--- src/rtl/sqrt_pkg.sv ---
// Shared constants, state type and sizing helper for the square-root control stage.
package sqrt_pkg;

   localparam int DATA_W_DEF = 8;

   typedef enum logic [1:0] {
      IDLE = 2'd0,
      LOAD = 2'd1,
      RUN  = 2'd2,
      DONE = 2'd3
   } sqrt_state_t;

   // Width needed to count 0..max_iter inclusive.
   function automatic int iter_w(input int max_iter);
      return $clog2(max_iter + 1);
   endfunction

endpackage

--- src/rtl/sqrt_ctrl.sv ---
// Control stage in front of the iterative square-root datapath: operand handshake, busy strobe,
// result capture and iteration count. Optional iteration guard enabled by SQRT_CTRL_TIMEOUT_EN.
module sqrt_ctrl
   import sqrt_pkg::*;
#(
   parameter int  DATA_W   = DATA_W_DEF,
   parameter int  MAX_ITER = 16,
   localparam int ITER_W   = iter_w(MAX_ITER)
) (
   input  logic              clk_i,
   input  logic              rst_i,
   input  logic              start_i,
   input  logic [DATA_W-1:0] operand_i,
   output logic              ready_o,
   output logic [DATA_W-1:0] dp_dt_o,
   output logic              dp_busy_o,
   input  logic              dp_less_i,
   input  logic [DATA_W-1:0] dp_result_i,
   output logic              valid_o,
   output logic [DATA_W-1:0] result_o,
   input  logic              ack_i,
   output logic [ITER_W-1:0] iter_o
`ifdef SQRT_CTRL_TIMEOUT_EN
   ,
   output logic              timeout_o
`endif
);

   localparam logic [1:0] ST_IDLE = IDLE;
   localparam logic [1:0] ST_LOAD = LOAD;
   localparam logic [1:0] ST_RUN  = RUN;
   localparam logic [1:0] ST_DONE = DONE;

   localparam logic [ITER_W-1:0] ITER_ONES = '1;

   logic [1:0] state_q;

   // Moore decode straight from the state register keeps every strobe glitch-free.
   assign ready_o   = (state_q == ST_IDLE);
   assign dp_busy_o = (state_q == ST_RUN);
   assign valid_o   = (state_q == ST_DONE);

   // NOTE: every register here uses <= so all state updates see pre-edge values and
   // simulation matches the synthesized flops regardless of statement order.
   always_ff @(posedge clk_i) begin
      if (rst_i) begin
         state_q  <= ST_IDLE;
         dp_dt_o  <= '0;
         result_o <= '0;
         iter_o   <= '0;
`ifdef SQRT_CTRL_TIMEOUT_EN
         timeout_o <= 1'b0;
`endif
      end else begin
         case (state_q)
            ST_IDLE: begin
               if (start_i) begin
                  dp_dt_o <= operand_i;
                  iter_o  <= '0;
`ifdef SQRT_CTRL_TIMEOUT_EN
                  timeout_o <= 1'b0;
`endif
                  state_q <= ST_LOAD;
               end
            end

            // Busy stays low here so the datapath reinitialises against a settled dt.
            ST_LOAD: state_q <= ST_RUN;

            ST_RUN: begin
               if (dp_less_i) begin
`ifdef SQRT_CTRL_TIMEOUT_EN
                  if (iter_o == ITER_W'(MAX_ITER)) begin
                     timeout_o <= 1'b1;
                     result_o  <= '1;
                     state_q   <= ST_DONE;
                  end else if (iter_o != ITER_ONES) begin
                     iter_o <= iter_o + 1'b1;
                  end
`else
                  if (iter_o != ITER_ONES) begin
                     iter_o <= iter_o + 1'b1;
                  end
`endif
               end else begin
                  // Capture before the datapath's next update, so any overshoot is harmless.
                  result_o <= dp_result_i;
                  state_q  <= ST_DONE;
               end
            end

            ST_DONE: begin
               if (ack_i) begin
                  state_q <= ST_IDLE;
               end
            end

            default: state_q <= ST_IDLE;
         endcase
      end
   end

endmodule
--- config.mk ---
export PLATFORM = sky130hd
export DESIGN_NAME = sqrt_ctrl
export DESIGN_NICKNAME = d
export VERILOG_FILES = /design/src/rtl/sqrt_pkg.sv /design/src/rtl/sqrt_ctrl.sv
export SDC_FILE = /design/constraint.sdc
export NUM_CORES = 1
export LEC_CHECK = 0
export BUFFER_PORTS_ARGS = -buffer_cell sky130_fd_sc_hd__buf_4
export CAP_MARGIN = 40
export CORE_ASPECT_RATIO = 0.75
export CORE_UTILIZATION = 45
export DETAILED_ROUTE_END_ITERATION = 7
export PLACE_DENSITY = 0.77
export SLEW_MARGIN = 0
export SYNTH_ARGS = -nofsm -noshare
export SYNTH_HDL_FRONTEND = slang
export SYNTH_SLANG_ARGS = --single-unit
--- constraint.sdc ---
create_clock -name clk_i -period 2.1 [get_ports clk_i]
set_input_delay 0.21 -clock clk_i [delete_from_list [all_inputs] [get_ports clk_i]]
set_output_delay 0.21 -clock clk_i [all_outputs]
set_load 0.01 [all_outputs]
# After elaboration in Yosys (flattened, before gate mapping)
# Index checks and enable logic that the tools add are counted.
# totals
reg_bits	23
wordCells	29
output_inout_bits	24
in_bits	21
# op_classes
n_bitwise	1
n_reduce_logical	6
mux	8
eq_ne	9
add_sub_neg	1
# op_table
cell	count
$mux W5	3
$pmux W5 S2	1
$pmux W2 S4	1
$mux W2	3
$ne A2 B1 Y1 const B	3
$add A5 B1 Y5 const B	1
$ne A5 B5 Y1 const B	1
$eq A2 B2 Y1 const B	2
$ne A2 B2 Y1 const B	2
$reduce_and A2 Y1	2
$reduce_and A4 Y1	1
$reduce_and A3 Y1	1
$eq A2 B1 Y1 const B	1
$logic_not A2 Y1	1
$reduce_bool A2 Y1	1
$not A1 Y1	1

# Longest topological paths before layout
# depth
depth_word	4
ltp_mapped	7
depth_no_buf	7

# Least setup slack after synthesis
# No wires, ideal clock.
# synth_path
path_kind	register to register
from	reg iter_o[0]
to	reg iter_o[0]
path_buffers	0
t_required_ns	1.972
path_stages_with_launch	8
setup_slack_ns	0.414
setup_ns	0.128
period_less_slack_ns	1.686
t_arrival_ns	1.559
cell_sequence	dfxtp_1 ha_1 and3_1 ha_1 nand2b_1 a21oi_2 mux2i_1 nor2_1
# synth_via
elab_chain_len	4
elab_cells_between_ends	7
cone_classes	add/sub (1); eq/ne (2); mux (3); reduce/logical (1)
# synth_rtl
element	line_no	rtl
start: declaration	sqrt_ctrl.sv:22	output logic [ITER_W-1:0] iter_o
start signal: assignment	sqrt_ctrl.sv:82	iter_o <= iter_o + 1'b1;
$add A5 B1 Y5	sqrt_ctrl.sv:82	
$mux W5	sqrt_ctrl.sv:81	if (iter_o != ITER_ONES) begin
$mux W5	sqrt_ctrl.sv:71	if (dp_less_i) begin
$pmux W5 S2	sqrt_ctrl.sv:55	case (state_q)
# Several ways; a longest one is shown, not always the timed one. The select of a mux whose other input is x is not followed.
# A chain may end at the register's enable or synchronous reset.

# Worst setup path in the final report
# Ends and elaborated chain as after synthesis.

==> summary.txt <==
Die Width: 56.4 µm
leakage: 0.625 nW
TritonCTS Buffers: 3
startpoint types: flop
CTS tree: built
Clock Path Buffers: 2
crit path DAT: 2040 ps
crit share post-route: 0.876
Antenna Cells: 0
Reg-to-Reg Start: iter_o[0]
Ports: 45
metal3 WL: 135 µm
first-pass GRT wire length: 3570 µm
Int Power: 0.775 mW
Hold Buf Count CTS: 0
clock share of power: 0.169
GP Congestion: 0.782
crit-path leading delay family: simple AND/OR/NAND/NOR gates
area grow syn2layout: 37.0%
Antenna Nets Post-Route: 0
post_cts resized: 0
CP peak stage delay: 380 ps
sw frac: 0.336
Hold Fails Final Rpt: 0
dpl cells: 172
met1 WL: 1020 µm
post-synthesis net count: 134
initial antenna violation count: 0
sequential fraction of the synthesis area: 0.461
DR vias/cell: 5.07
VDD IR max: 0.641 mV
Worst R2R Path Depth: 7
synthesized area: 998 µm²
Cell variety after synth: 20
Die Y: 42.8 µm
run status: finished, final reports clean
Seq pwr share: 0.447
Top Layer Used: met4
Final TNS setup: 0 ps
initial DRC count: 17
Logic pwr share: 0.384
Port Buf Inserts: 44
Rows: 14
vias in the first global route: 810
Core Footprint: 2050 µm²
Worst Hold Path Cells: 3
critical path endpoint category: flop
Critical-path top delay cell: dfxtp_1
# setup viols final: 0
WL met2: 1050 µm
Seq cells post-synth: 23
Clock Sink Count: 23
min-delay worst type: primary input to flop
CP Class: flop to flop
Clock Root Buffer: clkbuf_4
post-place setup slack: 303 ps
Sw Pwr: 0.391 mW
Final WS setup: 261 ps
detailed-route via count: 893
clk_skew: 2.21 ps
Die Area: 2410 µm²
critical path buffer and inverter count: 0
Post-Syn Area per Cell: 9.24 µm²
CP most frequent cell: ha_1
Starting Density: 0.487
Power Dens Cells: 853 nW/µm²
GRT Util Overall: 0.191
Cells after Synth: 108
min-delay src: dp_result_i[4]
post-DR wirelength/cell: 12.6 µm
Hold Path End: result_o[4]
CTS H-Tree Depth: 1
yosys warns: 0
Worst Max-Slew Pin Slew: 377 ps
CP Data Required Time: 2300 ps
MaxCap Viol Count: 0
filler-free cell count of the finished design: 176
R2R Path End: iter_o[0]
nets: 179
CP Depth: 7
gr ovfl total: 0
Critical Path, Cell by Cell: ha_1, and3_1, ha_1, nand2b_1, a21oi_2, mux2i_1, nor2_1
clock transition at the registers of the reported paths: 120 ps
First-pass DRT Iterations: 4
slew margin rel.: 0.742
Final Max Slew Viols: 0
Max Freq: 544 MHz
DPL Wire Length: 1650 µm
share of post-route cells with drive strength above 1: 0.342
DRC viols: 0
worst-path maximum fanout: 5
Worst-Skew Late Latency: 300 ps
crit path time final: 1840 ps
Post-CTS Setup Bufs: 0
RSZ-0062 raised after global routing: false
reg2reg setup slack: 260 ps
Detailed Route WL: 2210 µm
largest net degree at the start of global routing: 23
==> power by group through the flow <==
stage	Clock, mW	Sequential [mW]	Combinational (mW)
after global routing	0.225	0.530	0.485
final	0.197	0.522	0.448
after floorplan	0	0.547	0.266
after CTS	0.204	0.522	0.449
after global placement	0	0.528	0.434
after detailed placement	0	0.532	0.446
==> worst min-delay path: cells and delay by family <==
family	cells	cell delay, ps
multiplexers	1	50
buffers and inverters	1	80
AND/OR/NAND/NOR	1	70
==> state kept, by name, summed over array words and instances (netlist names) <==
signal,cells
dp_dt_o,8
result_o,8
state_q,2
iter_o,5
==> cells in the mapped netlist <==
cell | count | area share
dfxtp_1 | 23 | 0.46
nor2_1 | 15 | 0.056
mux2i_1 | 13 | 0.13
nand2_1 | 10 | 0.038
nand3_1 | 10 | 0.050
a21oi_1 | 8 | 0.040
ha_1 | 5 | 0.063
inv_1 | 3 | 0.011
nand2b_1 | 3 | 0.019
a211oi_2 | 2 | 0.025
and2_1 | 2 | 0.013
buf_2 | 2 | 0.010
buf_4 | 2 | 0.015
clkbuf_1 | 2 | 0.0075
nor2b_1 | 2 | 0.013
xnor2_1 | 2 | 0.018
a21oi_2 | 1 | 0.0088
a221oi_1 | 1 | 0.0088
and3_1 | 1 | 0.0063
o21bai_1 | 1 | 0.0075
==> area by class of cell <==
| cell class | count | area, µm² |
|---|---|---|
| fillers | 183 | 682 |
| multi-input cells | 76 | 494 |
| flip-flops and latches | 23 | 460 |
| repair buffers | 46 | 345 |
| well taps | 24 | 30.0 |
| clock buffers | 4 | 26.3 |
| inverters | 3 | 11.3 |
==> layout by cell type, fill, tap and decap left out <==
cell type,count
a21oi_2,1
nor2_1,15
buf_4,46
ha_1,5
nand3_1,10
clkbuf_1,1
a21oi_1,8
clkbuf_4,3
nand2_1,10
o21bai_1,1
a221oi_1,1
mux2i_1,13
dfxtp_1,23
inv_1,3
nand2b_1,3
xnor2_1,2
a211oi_2,2
and3_1,1
nor2b_1,2
and2_1,2
==> through the flow <==
stage	hold WS, ps	utilization	total power [mW]	instance area, µm²
after global routing	133	0.667	1.24	1370
final	134	0.667	1.17	1370
after detailed placement	451	0.654	0.979	1340
after floorplan	289	-	0.813	998
after CTS	129	0.667	1.17	1370
after global placement	442	0.654	0.962	1340
==> per-layer routing <==
| layer | GRT usage | vias up |
|---|---|---|
| met3 | 0.0701 | 2 |
| met1 | 0.226 | 414 |
| met5 | 0 | - |
| met2 | 0.338 | 30 |
| met4 | 0.0341 | 0 |
| li1 | - | 447 |
==> worst max path at each step <==
| stage | from | endpoint | slack [ps] |
|---|---|---|---|
| 2_1_floorplan | iter_o[0] | iter_o[0] | 410 |
| 3_3_place_gp | iter_o[0] | iter_o[1] | 390 |
| 3_5_place_dp | iter_o[0] | iter_o[0] | 300 |
| 4_1_cts | iter_o[0] | iter_o[0] | 280 |
| 5_1_grt | iter_o[0] | iter_o[0] | 150 |
| 6_report | iter_o[0] | iter_o[0] | 260 |
==> cells by family after synthesis <==
group                    count (synthesis)  share of synthesized area
adder cells (fa/ha/maj)                  5                     0.0627
AO/OA/AOI/OAI                           13                     0.0902
flip-flops                              23                      0.461
AND/OR/NAND/NOR                         43                      0.194
buffers and inverters                    9                     0.0439
multiplexers                            13                      0.130
XOR/XNOR                                 2                     0.0175
Note: power is estimated with default switching activity, not from simulation.
